[config.mk]
export PLATFORM = sky130hd
export DESIGN_NAME = tri_bus_arbiter
export DESIGN_NICKNAME = d
export VERILOG_FILES = /design/src/rtl/tri_bus_arb_pkg.sv /design/src/rtl/tri_bus_arbiter_rr_pick.sv /design/src/rtl/tri_bus_arbiter.sv
export SDC_FILE = /design/constraint.sdc
export NUM_CORES = 1
export LEC_CHECK = 0
export CAP_MARGIN = 5
export CORE_ASPECT_RATIO = 0.6
export CORE_MARGIN = 2
export CORE_UTILIZATION = 35
export CTS_CLUSTER_DIAMETER = 200
export DETAILED_ROUTE_END_ITERATION = 10
export PLACE_DENSITY_LB_ADDON = 0.3
export SLEW_MARGIN = 20
export SYNTH_ARGS = -nofsm -noshare
export SYNTH_HDL_FRONTEND = slang
export SYNTH_SLANG_ARGS = --single-unit
[constraint.sdc]
create_clock -name clk -period 3.1 [get_ports clk]
set_input_delay 0.62 -clock clk [delete_from_list [all_inputs] [get_ports clk]]
set_output_delay 0.62 -clock clk [all_outputs]
set_load 0.005 [all_outputs]
[src/rtl/tri_bus_arb_pkg.sv]
// Shared types and helpers for the tri-state bus arbiter.
// FSM encoding, default timing constants, one-hot helper.
package tri_bus_arb_pkg;

  typedef enum logic [1:0] {
    ST_IDLE  = 2'd0,
    ST_GRANT = 2'd1,
    ST_TURN  = 2'd2
  } arb_state_e;

  localparam int MAX_REQ        = 16;
  localparam int DEF_MAX_HOLD   = 16;
  localparam int DEF_TURNAROUND = 1;

  function automatic logic [MAX_REQ-1:0] onehot(
    input logic [3:0] idx
  );
    return MAX_REQ'(1) << idx;
  endfunction

endpackage

[src/rtl/tri_bus_arbiter_rr_pick.sv]
// Round-robin winner select: first set req bit at or above
// ptr, wrapping, via a double-width masked priority encoder.
module rr_pick #(
  parameter int N_REQ = 4,
  parameter int ID_W  = $clog2(N_REQ)
) (
  input  logic [N_REQ-1:0] req,
  input  logic [ID_W-1:0]  ptr,
  output logic             any,
  output logic [ID_W-1:0]  idx
);

  logic [2*N_REQ-1:0] dbl;
  logic [2*N_REQ-1:0] mask;
  logic [2*N_REQ-1:0] hit;

  always_comb begin
    dbl  = {req, req};
    mask = {(2*N_REQ){1'b1}} << ptr;
    hit  = dbl & mask;
    any  = |req;
    idx  = '0;
    // Descending scan leaves the lowest hit; upper copy covers wrap.
    for (int i = 2*N_REQ-1; i >= 0; i--) begin
      if (hit[i]) begin
        if (i >= N_REQ) idx = ID_W'(i - N_REQ);
        else            idx = ID_W'(i);
      end
    end
  end

endmodule

[src/rtl/tri_bus_arbiter.sv]
// Owner arbitration for a shared tri-state/wired net with
// forced release, turnaround gap and keeper control.
module tri_bus_arbiter
  import tri_bus_arb_pkg::*;
#(
  parameter int N_REQ      = 4,
  parameter int MAX_HOLD   = DEF_MAX_HOLD,
  parameter int TURNAROUND = DEF_TURNAROUND,
  parameter int ID_W       = $clog2(N_REQ)
) (
  input  logic             clk,
  input  logic             rst_n,
  input  logic [N_REQ-1:0] req,
  input  logic [N_REQ-1:0] last,
  output logic [N_REQ-1:0] grant,
  output logic [N_REQ-1:0] drive_en,
  output logic             keeper_en,
  output logic             bus_busy,
  output logic [ID_W-1:0]  owner_id,
  output logic             timeout
);

  localparam int HW = $clog2(MAX_HOLD + 1);
  localparam int TW = $clog2(TURNAROUND + 1);

  arb_state_e       state, nxt_state;
  logic [ID_W-1:0]  ptr, nxt_ptr;
  logic [HW-1:0]    hold, nxt_hold;
  logic [TW-1:0]    turn_cnt, nxt_turn;
  logic [N_REQ-1:0] grant_q, nxt_grant;
  logic [ID_W-1:0]  owner_q, nxt_owner;
  logic             timeout_q, nxt_timeout;

  logic            pick_any;
  logic [ID_W-1:0] pick_idx;
  logic            rel_last, rel_drop, at_max;

  rr_pick #(
    .N_REQ (N_REQ),
    .ID_W  (ID_W)
  ) u_pick (
    .req (req),
    .ptr (ptr),
    .any (pick_any),
    .idx (pick_idx)
  );

  assign rel_last = last[owner_q];
  assign rel_drop = ~req[owner_q];
  assign at_max   = (hold == HW'(MAX_HOLD));

  always_comb begin
    nxt_state   = state;
    nxt_ptr     = ptr;
    nxt_hold    = hold;
    nxt_turn    = turn_cnt;
    nxt_grant   = grant_q;
    nxt_owner   = owner_q;
    nxt_timeout = 1'b0;
    unique case (state)
      ST_IDLE: begin
        if (pick_any) begin
          nxt_state = ST_GRANT;
          nxt_grant = N_REQ'(onehot(4'(pick_idx)));
          nxt_owner = pick_idx;
          nxt_hold  = HW'(1);
        end
      end
      ST_GRANT: begin
        if (rel_last || rel_drop || at_max) begin
          nxt_state   = ST_TURN;
          nxt_grant   = '0;
          nxt_turn    = TW'(1);
          nxt_timeout = at_max & ~rel_last & ~rel_drop;
          if (owner_q == ID_W'(N_REQ - 1)) nxt_ptr = '0;
          else                             nxt_ptr = owner_q + 1'b1;
        end else begin
          nxt_hold = hold + HW'(1);
        end
      end
      ST_TURN: begin
        if (turn_cnt == TW'(TURNAROUND)) begin
          if (pick_any) begin
            nxt_state = ST_GRANT;
            nxt_grant = N_REQ'(onehot(4'(pick_idx)));
            nxt_owner = pick_idx;
            nxt_hold  = HW'(1);
          end else begin
            nxt_state = ST_IDLE;
          end
        end else begin
          nxt_turn = turn_cnt + TW'(1);
        end
      end
      default: nxt_state = ST_IDLE;
    endcase
  end

  always_ff @(posedge clk or negedge rst_n) begin
    if (!rst_n) begin
      state     <= ST_IDLE;
      ptr       <= '0;
      hold      <= '0;
      turn_cnt  <= '0;
      grant_q   <= '0;
      owner_q   <= '0;
      timeout_q <= 1'b0;
    end else begin
      state     <= nxt_state;
      ptr       <= nxt_ptr;
      hold      <= nxt_hold;
      turn_cnt  <= nxt_turn;
      grant_q   <= nxt_grant;
      owner_q   <= nxt_owner;
      timeout_q <= nxt_timeout;
    end
  end

  // Enables come straight from the async-reset register.
  assign grant     = grant_q;
  assign drive_en  = grant_q;
  assign keeper_en = ~|grant_q;
  assign bus_busy  = (state == ST_GRANT);
  assign owner_id  = owner_q;
  assign timeout   = timeout_q;

endmodule
# ---- Word level (Yosys, flattened, before mapping)
# Cells that the tools add are included.
dict set report word_totals {
  inputBits 10
  latch_bits 0
  mem_count 0
  romBits 0
  ram_bits 0
  out_inout_bits 13
  reg_bits 17
  word_cells 75
}
dict set report classes {
  bitwise_logic 5
  mul 0
  muxes 34
  addsub 3
  magnitude_cmp 1
  div 0
  n_eq_ne 8
  reduce_logical 15
  shifts 2
}
# cell n
set ops {}
lappend ops {{2-bit two-way mux} 14}
lappend ops {{5-bit two-way mux} 3}
lappend ops {{5-bit case mux with 3 select lines} 1}
lappend ops {{4-bit two-way mux} 3}
lappend ops {{4-bit case mux with 3 select lines} 1}
lappend ops {{3-bit AND reduction} 3}
lappend ops {{8-bit bitwise AND} 1}
lappend ops {{4-bit OR reduction} 2}
lappend ops {{8-bit by 2-bit << shifter with 8-bit output, first input constant} 1}
lappend ops {{1-bit two-way mux} 7}
lappend ops {{2-bit != test, second input constant} 3}
lappend ops {{2-bit case mux with 3 select lines} 1}
lappend ops {{2-bit AND reduction} 3}
lappend ops {{5-bit by 1-bit adder with 5-bit output, second input constant} 1}
lappend ops {{5-bit equality test, second input constant} 1}
lappend ops {{1-bit binary-select mux with 2-bit select} 2}
lappend ops {{2-bit equality test, second input constant} 2}
lappend ops {{2-bit case mux with 2 select lines} 1}
lappend ops {{2-bit nonzero test} 2}
lappend ops {{1-bit by 2-bit << shifter with 4-bit output, first input constant} 1}
lappend ops {{2-bit by 3-bit less-than comparator with 1-bit output, second input constant} 1}
lappend ops {{3-bit nonzero test} 1}
lappend ops {{2-bit by 1-bit adder with 2-bit output, second input constant} 1}
lappend ops {{1-bit bitwise AND} 2}
lappend ops {{8 further kinds} 10}

# ---- Longest topological paths before layout
# Gate-level depths: netlist of run 1.
dict set report logic_depth {
  depth_word 14
  depth_mapped 6
  mapped_depth_nobuf 6
}

# ---- By module
# From an unflattened synthesis of run 1, not the netlist that was laid out.
dict set report hier_totals {
  hier_cells 100
  hier_area_um2 1002.2
}
# mod instances area_per_inst_um2 cells_each seq_area_each_um2
set by_module_without_submodules {}
lappend by_module_without_submodules {tri_bus_arbiter 1 924.6 88 425.4}
lappend by_module_without_submodules {rr_pick 1 77.6 12 0.0}

# ---- Worst setup path after synthesis of run 1
# OpenSTA, ideal clock, no wires.
dict set report synth_path {
  kind {input to register}
  startpoint {in last[3]}
  endpoint {reg grant_q[2], in the netlist drive_en[2]}
  setup_slack_ns 1.126
  t_arrival_ns 1.849
  required_ns 2.975
  stages 4
  setup_time_ns 0.125
  path_buffers 0
  cell_sequence {nand2b_1 -> mux4_2 -> o211a_4 -> mux2_4}
}
dict set report synth_between {
  elab_chain_cells 6
}
# item line
set synth_rtl {}
lappend synth_rtl {{start: declaration} tri_bus_arbiter.sv:14} ;# input logic [N_REQ-1:0] last,
lappend synth_rtl {{1-bit binary-select mux with 2-bit select} tri_bus_arbiter.sv:48} ;# assign rel_last = last[owner_q];
lappend synth_rtl {{1-bit two-way mux (implied by the code)} tri_bus_arbiter.sv:48}
lappend synth_rtl {{1-bit logical OR (2 in series)} tri_bus_arbiter.sv:70} ;# if (rel_last || rel_drop || at_max) begin
lappend synth_rtl {{2-bit by 1-bit != test with 1-bit output (no line)} --}
lappend synth_rtl {{3-bit AND reduction (no line)} --}
lappend synth_rtl {{end signal: assignment} tri_bus_arbiter.sv:113} ;# grant_q <= nxt_grant;
lappend synth_rtl {{end: declaration} tri_bus_arbiter.sv:30} ;# logic [N_REQ-1:0] grant_q, nxt_grant;
# No other way between the ends. The select of a mux whose other input is x is not followed.
# A chain may end at the register's enable or synchronous reset.

# ---- Worst setup path after layout of run 1
dict set report layout_path {
  startpoint {in req[3]}
  endpoint {reg ptr[0]}
}
dict set report layout_between {
  elab_chain_cells 6
}
# item line
set layout_rtl {}
lappend layout_rtl {{start: declaration} tri_bus_arbiter.sv:13} ;# input logic [N_REQ-1:0] req,
lappend layout_rtl {{1-bit binary-select mux with 2-bit select} tri_bus_arbiter.sv:49} ;# assign rel_drop = ~req[owner_q];
lappend layout_rtl {{1-bit two-way mux (implied by the code)} tri_bus_arbiter.sv:49}
lappend layout_rtl {{1-bit NOT} tri_bus_arbiter.sv:49}
lappend layout_rtl {{1-bit logical OR (2 in series)} tri_bus_arbiter.sv:70}
lappend layout_rtl {{2-bit AND reduction (no line)} --}
lappend layout_rtl {{end signal: assignment} tri_bus_arbiter.sv:110} ;# ptr <= nxt_ptr;
lappend layout_rtl {{end: declaration} tri_bus_arbiter.sv:27} ;# logic [ID_W-1:0] ptr, nxt_ptr;
# No other way between the ends. The select of a mux whose other input is x is not followed.

==> metrics, run 1 <==
outcome=completed; pin count of the biggest net entering global routing=18; largest area contributor in the netlist=dfrtp_1; Tmin final=2.30 ns; vias in the first global route=a little under 800; cts hold-fix bufs=0; Synth Area per Inst=10.5 sq um; synthesized cell area=around 0.0010 sq mm; PortBufs=22; busiest grt layer=met2; post-synthesis net count=~110; Max Freq=between 400 and 500 MHz; R2R depth=3; drt pass-1 iters=4; Final Hold Fails=0; # clock sinks=17; CP required=roughly 3.2 ns; Least-Margin Pin Slew=0.773 ns; Placer Congestion=0.904; Row Count=15; met3 Use GR=4.60%; grt met1 use=between 20 and 25%; leakage=0.583 nW; n_diodes=0; die height=46.3 um; gr usage total=15.2%; Rel. slew slack=around half; final number of max-transition violations=0; Clock Pin Slew Worst Setup and Hold Paths=0.06 ns; Root Buffer=clkbuf_8; Post-synth ARST share=100%; core box area=0.00285 sq mm; Final period util=74.3%; nets@finish=135; number of cells produced by synthesis=between 90 and 100; share of layout cells above drive strength 1=12.4%; Power Density=826 mW/mm^2; placed insts=around 160; Min Hold Slack=roughly 0.47 ns; Fin Setup TNS=0 ns; Yosys cell types=39; Finished Layout Cells=roughly 160; H-tree Lvls=1; Seq. cell area=about 430 sq um; setup violators final=0; EDFF count, synth=0; starting density of the core=around 37%; post-CTS setup buffer count=0; Critical Path AT=approximately 2.4 ns; CP Capture Type=flop; wire per inst=between 10 and 15 um; FILL cells=~270; Area contributors post-synth=dfrtp_1 (41%), mux4_2 (4.3%), nand2b_1 (4.2%); DP HPWL=1.88 mm; post-CTS sizing=0; DIE WIDTH=approximately 74 um; VDD IR max=between 0.3 and 0.4 mV; worst hold-check path type=flop to flop; yosys warns=0; Bufs on Longest Clock Path=2; drt total wl=about 2.3 mm; footprint of the multi-input gates=~550 sq um; Setup Skew=between 0.001 and 0.0015 ns; Iteration-0 DRC Markers=55; total gr overflow=0; register area share after synthesis=between 40% and 50%; area of the die=0.00344 sq mm; clock tree from TritonCTS=yes; DR vias=approximately 820; CP max FO=7; MaxCap Viol Count=0; top cell type's share of synthesized area=around two fifths; commonest cells in the netlist=dfrtp_1 (17), inv_1 (9), nand2b_1 (7), nand2_1 (5), nor2b_1 (5); RSZ-0062 raised after global routing=no; initial antenna violation count=0; area grow syn2layout=27.6%; grt met2 use=roughly 22%; I/O Pins=23; kind of start point of the critical path=input port; vias per cell=5.06; Seq cells post-synth=17; worst-skew pair later-pin latency=between 0.2 and 0.3 ns; Hold Path Stages=1; most used flip-flop cell after synthesis=dfrtp_1; most frequent cell after synthesis=dfrtp_1; first-pass GRT wire length=approximately 3.7 mm; drt drc=0; Worst Setup Path Type=input port to flop; Routed Antenna Nets=0; CTS buffer count=3
-- layout make-up --
| class | count | area share, % |
|---|---|---|
| multi-input combinational | 69 | 41.6 |
| sequential | 17 | 32.0 |
| timing repair buffer | 22 | 16.6 |
| tap | 42 | 3.95 |
| clock buffer | 4 | 3.39 |
| inverter | 9 | 2.54 |
-- registers in the layout (all words and copies together), names as in the netlist --
signal    count
hold          5
state         2
ptr           2
owner_id      2
drive_en      4
turn_cnt      1
timeout       1
-- power breakdown --
| part | leakage [nW] | switching, mW | total (mW) | internal [mW] |
|---|---|---|---|---|
| registers | 0.213 | 0.0913 | 0.383 | 0.292 |
| clock network | 0.0228 | 0.0720 | 0.163 | 0.0911 |
| logic | 0.348 | 0.244 | 0.552 | 0.308 |
-- cell usage in the layout, fill, tap and decap left out, types with 2 or more instances in the layout --
master,instances
clkbuf_8,3
o21ai_0,2
mux2_2,2
and3_1,2
ha_1,3
clkdlybuf4s50_1,22
mux2_4,2
nor4_1,3
a21oi_1,2
nand4_1,2
nor2b_1,5
inv_1,9
nand3_1,4
mux4_2,2
nor2_1,2
mux2_1,2
nand2b_1,7
nor3_1,2
dfrtp_1,17
a211o_1,3
nand2_1,5
-- worst paths after layout --
kind,startpoint,to,slack [ns]
worst min register to register,turn_cnt$_DFFE_PN0P_,state[1]$_DFFE_PN0P_,0.47
min in group asynchronous,rst_n,drive_en[3]$_DFFE_PN0P_,0.82
worst max-delay path,req[3],ptr[0]$_DFFE_PN0P_,0.80
max in group asynchronous,rst_n,ptr[1]$_DFFE_PN0P_,1.79
worst min-delay path,turn_cnt$_DFFE_PN0P_,state[1]$_DFFE_PN0P_,0.47
worst max register to register,owner_id[1]$_DFFE_PN0P_,ptr[0]$_DFFE_PN0P_,1.25
-- critical path, cell delays in order --
cell and delay (ns):
clkdlybuf4s50_1 0.57, nand2b_1 0.08, mux4_2 0.56, o21ai_2 0.26, mux2_1 0.35
-- cells by family after synthesis --
logic type	after synthesis	share of synthesized area, %
AND/OR/NAND/NOR	41	24.1
flip-flops	17	40.8
AO/OA/AOI/OAI	15	12.0
buffers and inverters	13	6.12
multiplexers	9	12.5
adder cells (fa/ha/maj)	3	3.60
XOR/XNOR	1	0.840
-- routing by layer --
layer,routed length [um],vias up
li1,-,403
met1,1220,380
met2,969,39
met3,148,2
met4,8,0
met5,0,-
-- per-stage QoR --
| step | setup WS [ns] | area [sq um] | power [mW] | utilization (%) |
|---|---|---|---|---|
| finish | 0.796 | 1330 | 1.10 | 46.6 |
| global route | 0.716 | 1330 | 1.18 | 46.6 |
| CTS | 0.808 | 1330 | 1.11 | 46.6 |
| detailed placement | 0.544 | 1280 | 0.937 | 45.0 |
| global placement | 0.571 | 1280 | 0.919 | 45.0 |
| floorplan | 1.13 | 1040 | 0.708 | - |
Power figures use the tool's default switching activity.
==> inputs of run 2 (changes only) <==
==> constraint.sdc (replaced) <==
create_clock -name clk -period 2.3 [get_ports clk]
set_input_delay 0.46 -clock clk [delete_from_list [all_inputs] [get_ports clk]]
set_output_delay 0.46 -clock clk [all_outputs]
set_load 0.005 [all_outputs]
==> metrics, run 2 (synthesized netlist as in run 1, its figures left out) <==
fin util=49.5% (was 46.6%); Power Density=1090 mW/mm^2 (was 826 mW/mm^2); post-CTS setup buffer count=0 (unchanged); core box area=0.00285 sq mm (unchanged); largest reg by FF count=hold (unchanged); Max Freq=about 470 MHz; Bufs on Longest Clock Path=2 (unchanged); CTS buffer count=3 (unchanged); Largest register FFs=5 (unchanged); DIE WIDTH=74.5 um (unchanged); Tmin final=2.14 ns; Final period util=92.9%; Routed Antenna Nets=0 (unchanged); Setup Skew=0.00140 ns (was 0.00116 ns); cts hold-fix bufs=0 (unchanged); vias in the first global route=834 (was 772); total gr overflow=0 (unchanged); drt pass-1 iters=4 (unchanged); leakage=0.636 nW (was 0.583 nW); PortBufs=22 (unchanged); CP top delay family=buffers and inverters (was multiplexers); cell chain of the critical path=nand2b_1 -> inv_1 -> clkdlybuf4s50_1 (was clkdlybuf4s50_1 -> nand2b_1 -> mux4_2 -> o21ai_2 -> mux2_1); I/O Pins=23 (unchanged); Clock Pin Slew Worst Setup and Hold Paths=0.06 ns (about the same); placed insts=170 (was 159); MaxCap Viol Count=0 (unchanged); gr usage total=15.6% (was 15.2%); kind of start point of the critical path=flop (was input port); Iteration-0 DRC Markers=24 (was 55); final number of max-transition violations=0 (unchanged); worst-skew pair later-pin latency=0.25 ns (about the same); Design Area, Final=0.00141 sq mm (was 0.00133 sq mm); Rel. slew slack=78.4% (was 48.3%); most frequent cells in the layout=clkdlybuf4s50_1 (22), dfrtp_1 (17), buf_4 (11) (was clkdlybuf4s50_1 (22), dfrtp_1 (17), inv_1 (9)); Fin Setup TNS=0 ns (unchanged); first-pass GRT wire length=3.85 mm (was 3.71 mm); vias per cell=5.09 (was 5.06); Worst Path Buf+Inv=2 (was 1); die height=46.3 um (unchanged); clock tree from TritonCTS=yes (unchanged); initial antenna violation count=0 (unchanged); wire per inst=13.3 um (was 14.4 um); Placer Congestion=0.878 (was 0.904); Critical Path AT=1.68 ns (was 2.43 ns); pin count of the biggest net entering global routing=18 (unchanged); Row Count=15 (unchanged); drt total wl=2.31 mm (was 2.34 mm); DP HPWL=1.86 mm (was 1.88 mm); most common cell after layout, fill and taps aside=clkdlybuf4s50_1 (unchanged); Root Buffer=clkbuf_8 (unchanged); n_diodes=0 (unchanged); VDD IR max=0.432 mV (was 0.395 mV); post-CTS sizing=0 (unchanged); area grow syn2layout=35.5% (was 27.6%); DP Area=0.00137 sq mm (was 0.00128 sq mm); Register-to-Register Setup Slack=0.46 ns (was 1.25 ns); CP Capture Type=output port (was flop); Finished Layout Cells=174 (was 163); crit-path max cell delay=0.53 ns (was 0.57 ns); H-tree Lvls=1 (unchanged); Least-Margin Pin Slew=0.324 ns (was 0.773 ns); worst hold-check path type=flop to flop (unchanged); # clock sinks=17 (unchanged); area of the die=0.00344 sq mm (unchanged); share of layout cells above drive strength 1=19.7% (was 12.4%); setup violators final=0 (unchanged); Slowest-stage cell, CP=clkdlybuf4s50_1 (unchanged); CP max FO=7 (unchanged); drt drc=0 (unchanged); starting density of the core=36.5% (unchanged); Worst Setup Path Type=flop to output port (was input port to flop); Final Hold Fails=0 (unchanged); nets@finish=146 (was 135); RSZ-0062 raised after global routing=no (unchanged); DR vias=886 (was 824); CP required=1.84 ns (was 3.23 ns); outcome=completed (unchanged)
-- run 2: cell types whose count changed in the layout (fill, tap and decap cells not counted), sizes merged --
| cell | before | now |
|---|---|---|
| buf | 0 | 11 |
-- run 2: through the flow --
stage,worst slack [ns],hold slack [ns],power [mW]
final,0.163,0.482,1.54
after detailed placement,0.0290,0.475,1.33
after floorplan,0.486,0.164,0.955
after global placement,0.0427,0.447,1.30
after global routing,0.106,0.505,1.66
after CTS,0.184,0.487,1.55
-- run 2: routing by layer --
metal | global-route usage (%) | share of wire (%) | vias up
li1 | - | - | 425
met1 | 21.3 | 51 | 427
met2 | 22.8 | 42 | 29
met3 | 5.25 | 5.7 | 5
met4 | 6.43 | 1.6 | 0
met5 | 0 | 0 | -
-- run 2: cell type report --
type / instances / area (sq um)
inverters: 9 / 33.8
repair buffers: 33 / 303
multi-input cells: 69 / 553
flip-flops and latches: 17 / 425
clock buffers: 4 / 45.0
well taps: 42 / 52.6
fillers: 285 / 1440
-- run 2: worst paths after layout --
check	start	end	cells past startpoint
max	state[1]$_DFFE_PN0P_	bus_busy	3
min	turn_cnt$_DFFE_PN0P_	state[1]$_DFFE_PN0P_	1
max reg2reg	hold[0]$_DFFE_PN0P_	drive_en[2]$_DFFE_PN0P_	6
min reg2reg	turn_cnt$_DFFE_PN0P_	state[1]$_DFFE_PN0P_	1
max in group asynchronous	rst_n	hold[2]$_DFFE_PN0P_	2
min in group asynchronous	rst_n	hold[0]$_DFFE_PN0P_	2
-- run 2: report_power, final --
group	internal [mW]	total (mW)	switching (mW)
clock network	0.123	0.215	0.0918
logic	0.472	0.805	0.334
registers	0.394	0.520	0.126
total	0.988	1.54	0.552
==> inputs of run 3 (changes only) <==
--- a/config.mk
+++ b/config.mk
@@ -12,6 +12,7 @@
 export CTS_CLUSTER_DIAMETER = 200
 export DETAILED_ROUTE_END_ITERATION = 10
 export PLACE_DENSITY_LB_ADDON = 0.3
+export REMOVE_ABC_BUFFERS = 1
 export SLEW_MARGIN = 20
 export SYNTH_ARGS = -nofsm -noshare
 export SYNTH_HDL_FRONTEND = slang
==> metrics, run 3 (synthesized netlist as in run 1, its figures left out) <==
Largest register FFs=5 (unchanged); kind of start point of the critical path=flop (unchanged); n_diodes=0 (unchanged); footprint of the multi-input gates=553 sq um (unchanged); drt total wl=2.21 mm (was 2.31 mm); gr usage total=14.6% (was 15.6%); share of layout cells above drive strength 1=18.5% (was 19.7%); crit-path max cell delay=0.53 ns (about the same); Clock Pin Slew Worst Setup and Hold Paths=0.06 ns (about the same); Final Hold Fails=0 (unchanged); WP depth=3 (unchanged); Register-to-Register Setup Slack=0.50 ns (was 0.46 ns); Hold Startpoint=turn_cnt$_DFFE_PN0P_ (unchanged); Design Area, Final=0.00140 sq mm (was 0.00141 sq mm); Worst Path Buf+Inv=2 (unchanged); nets@finish=144 (was 146); fin util=49.0% (was 49.5%); Max Freq=473 MHz (was 468 MHz); Row Count=15 (unchanged); Tmin final=2.12 ns (was 2.14 ns); drt pass-1 iters=5 (was 4); initial antenna violation count=0 (unchanged); die height=46.3 um (unchanged); dpl ws=-0.0183 ns (was 0.0290 ns); post-CTS sizing=0 (unchanged); Bufs on Longest Clock Path=2 (unchanged); Root Buffer=clkbuf_8 (unchanged); starting density of the core=36.5% (unchanged); pin count of the biggest net entering global routing=18 (unchanged); Iteration-0 DRC Markers=71 (was 24); final number of max-transition violations=0 (unchanged); DP HPWL=1.81 mm (was 1.86 mm); CP top delay family=buffers and inverters (unchanged); CP Capture Type=output port (unchanged); Worst Setup Path Type=flop to output port (unchanged); clock tree from TritonCTS=yes (unchanged); Placer Congestion=0.857 (was 0.878); Rel. slew slack=71.4% (was 78.4%); Setup Skew=0.000916 ns (was 0.00140 ns); setup violators final=0 (unchanged); Seq. cell area=425 sq um (unchanged); worst hold-check path type=flop to flop (unchanged); DR vias=838 (was 886); worst-skew pair later-pin latency=0.25 ns (about the same); VDD IR max=0.506 mV (was 0.432 mV); vias per cell=4.87 (was 5.09); leakage=0.627 nW (was 0.636 nW); DP Area=0.00135 sq mm (was 0.00137 sq mm); # clock sinks=17 (unchanged); Final period util=92.0% (was 92.9%); CP required=1.84 ns (about the same); R2R depth=6 (unchanged); Critical Path AT=1.66 ns (was 1.68 ns); Power, Total=1.51 mW (was 1.54 mW); MaxCap Viol Count=0 (unchanged); Routed Antenna Nets=0 (unchanged); total gr overflow=0 (unchanged); post-CTS setup buffer count=0 (unchanged); H-tree Lvls=1 (unchanged); area of the die=0.00344 sq mm (unchanged); most common cell after layout, fill and taps aside=clkdlybuf4s50_1 (unchanged); Slowest-stage cell, CP=clkdlybuf4s50_1 (unchanged); CTS buffer count=3 (unchanged); cell chain of the critical path=nand2b_1 -> inv_1 -> clkdlybuf4s50_1 (unchanged); critical path startpoint=state[1]$_DFFE_PN0P_ (unchanged); RSZ-0062 raised after global routing=no (unchanged); outcome=completed (unchanged); first-pass GRT wire length=3.62 mm (was 3.85 mm); worst setup path endpoint=bus_busy (unchanged); r2r startpoint=hold[0]$_DFFE_PN0P_ (unchanged); PortBufs=22 (unchanged); drt drc=0 (unchanged); area grow syn2layout=34.1% (was 35.5%); FILL cells=261 (was 285); Least-Margin Pin Slew=0.426 ns (was 0.324 ns); largest reg by FF count=hold (unchanged); core box area=0.00285 sq mm (unchanged); I/O Pins=23 (unchanged); Power Density=1080 mW/mm^2 (was 1090 mW/mm^2); CP max FO=7 (unchanged); most frequent cells in the layout=clkdlybuf4s50_1 (22), dfrtp_1 (17), inv_1 (9), buf_4 (9), nand2b_1 (7) (was clkdlybuf4s50_1 (22), dfrtp_1 (17), buf_4 (11)); wire per inst=12.8 um (was 13.3 um); cts hold-fix bufs=0 (unchanged); DIE WIDTH=74.5 um (unchanged); vias in the first global route=788 (was 834); Critical R2R Capture=drive_en[2]$_DFFE_PN0P_ (unchanged); PnR worst setup slack=0.185 ns (was 0.163 ns)
==> run 3: cell count changes in the layout (fill, tap and decap cells not counted) <==
cell,previous run,this run
buf_4,11,9
==> run 3: power breakdown <==
group	leakage [nW]	switching [mW]	internal, mW
clock network	0.0228	0.0911	0.123
logic	0.391	0.324	0.459
registers	0.213	0.123	0.394
==> run 3: routing by layer <==
metal  wire length (um)  GRT usage (%)  vias to the layer above
met5                  0              0                        -
met4                  9           3.21                        0
met3                116           4.60                        2
met2                891           22.3                       23
met1               1190           20.5                      395
li1                   -              -                      418
==> run 3: how the worst min path moves through the flow <==
stage | to | slack [ns] | cells past startpoint
after global routing | state[1]$_DFFE_PN0P_ | 0.50 | 1
final | state[1]$_DFFE_PN0P_ | 0.48 | 1
after CTS | state[1]$_DFFE_PN0P_ | 0.48 | 1
after detailed placement | state[1]$_DFFE_PN0P_ | 0.48 | 1
after floorplan | drive_en[0]$_DFFE_PN0P_ | 0.16 | 0
after global placement | state[1]$_DFFE_PN0P_ | 0.45 | 1
==> run 3: metrics by stage <==
stage	TNS, ns	hold slack, ns	cells
detailed placement	-0.0611	0.476	168
finish	0	0.483	172
global placement	0	0.446	168
floorplan	0	0.164	95
CTS	0	0.484	172
global route	0	0.501	172
==> run 3: cell type report <==
class | instances | share of cell area [%]
multi-input cells | 69 | 39.6
flip-flops and latches | 17 | 30.4
well taps | 42 | 3.76
inverters | 9 | 2.42
repair buffers | 31 | 20.6
clock buffers | 4 | 3.22
==> run 3: worst reg2reg max path: stages (launching register included) <==
cell      delay (ns)
dfrtp_1         0.37
inv_1           0.08
ha_1            0.19
and4bb_2        0.24
nand2b_1        0.21
o211a_4         0.28
mux2_4          0.30
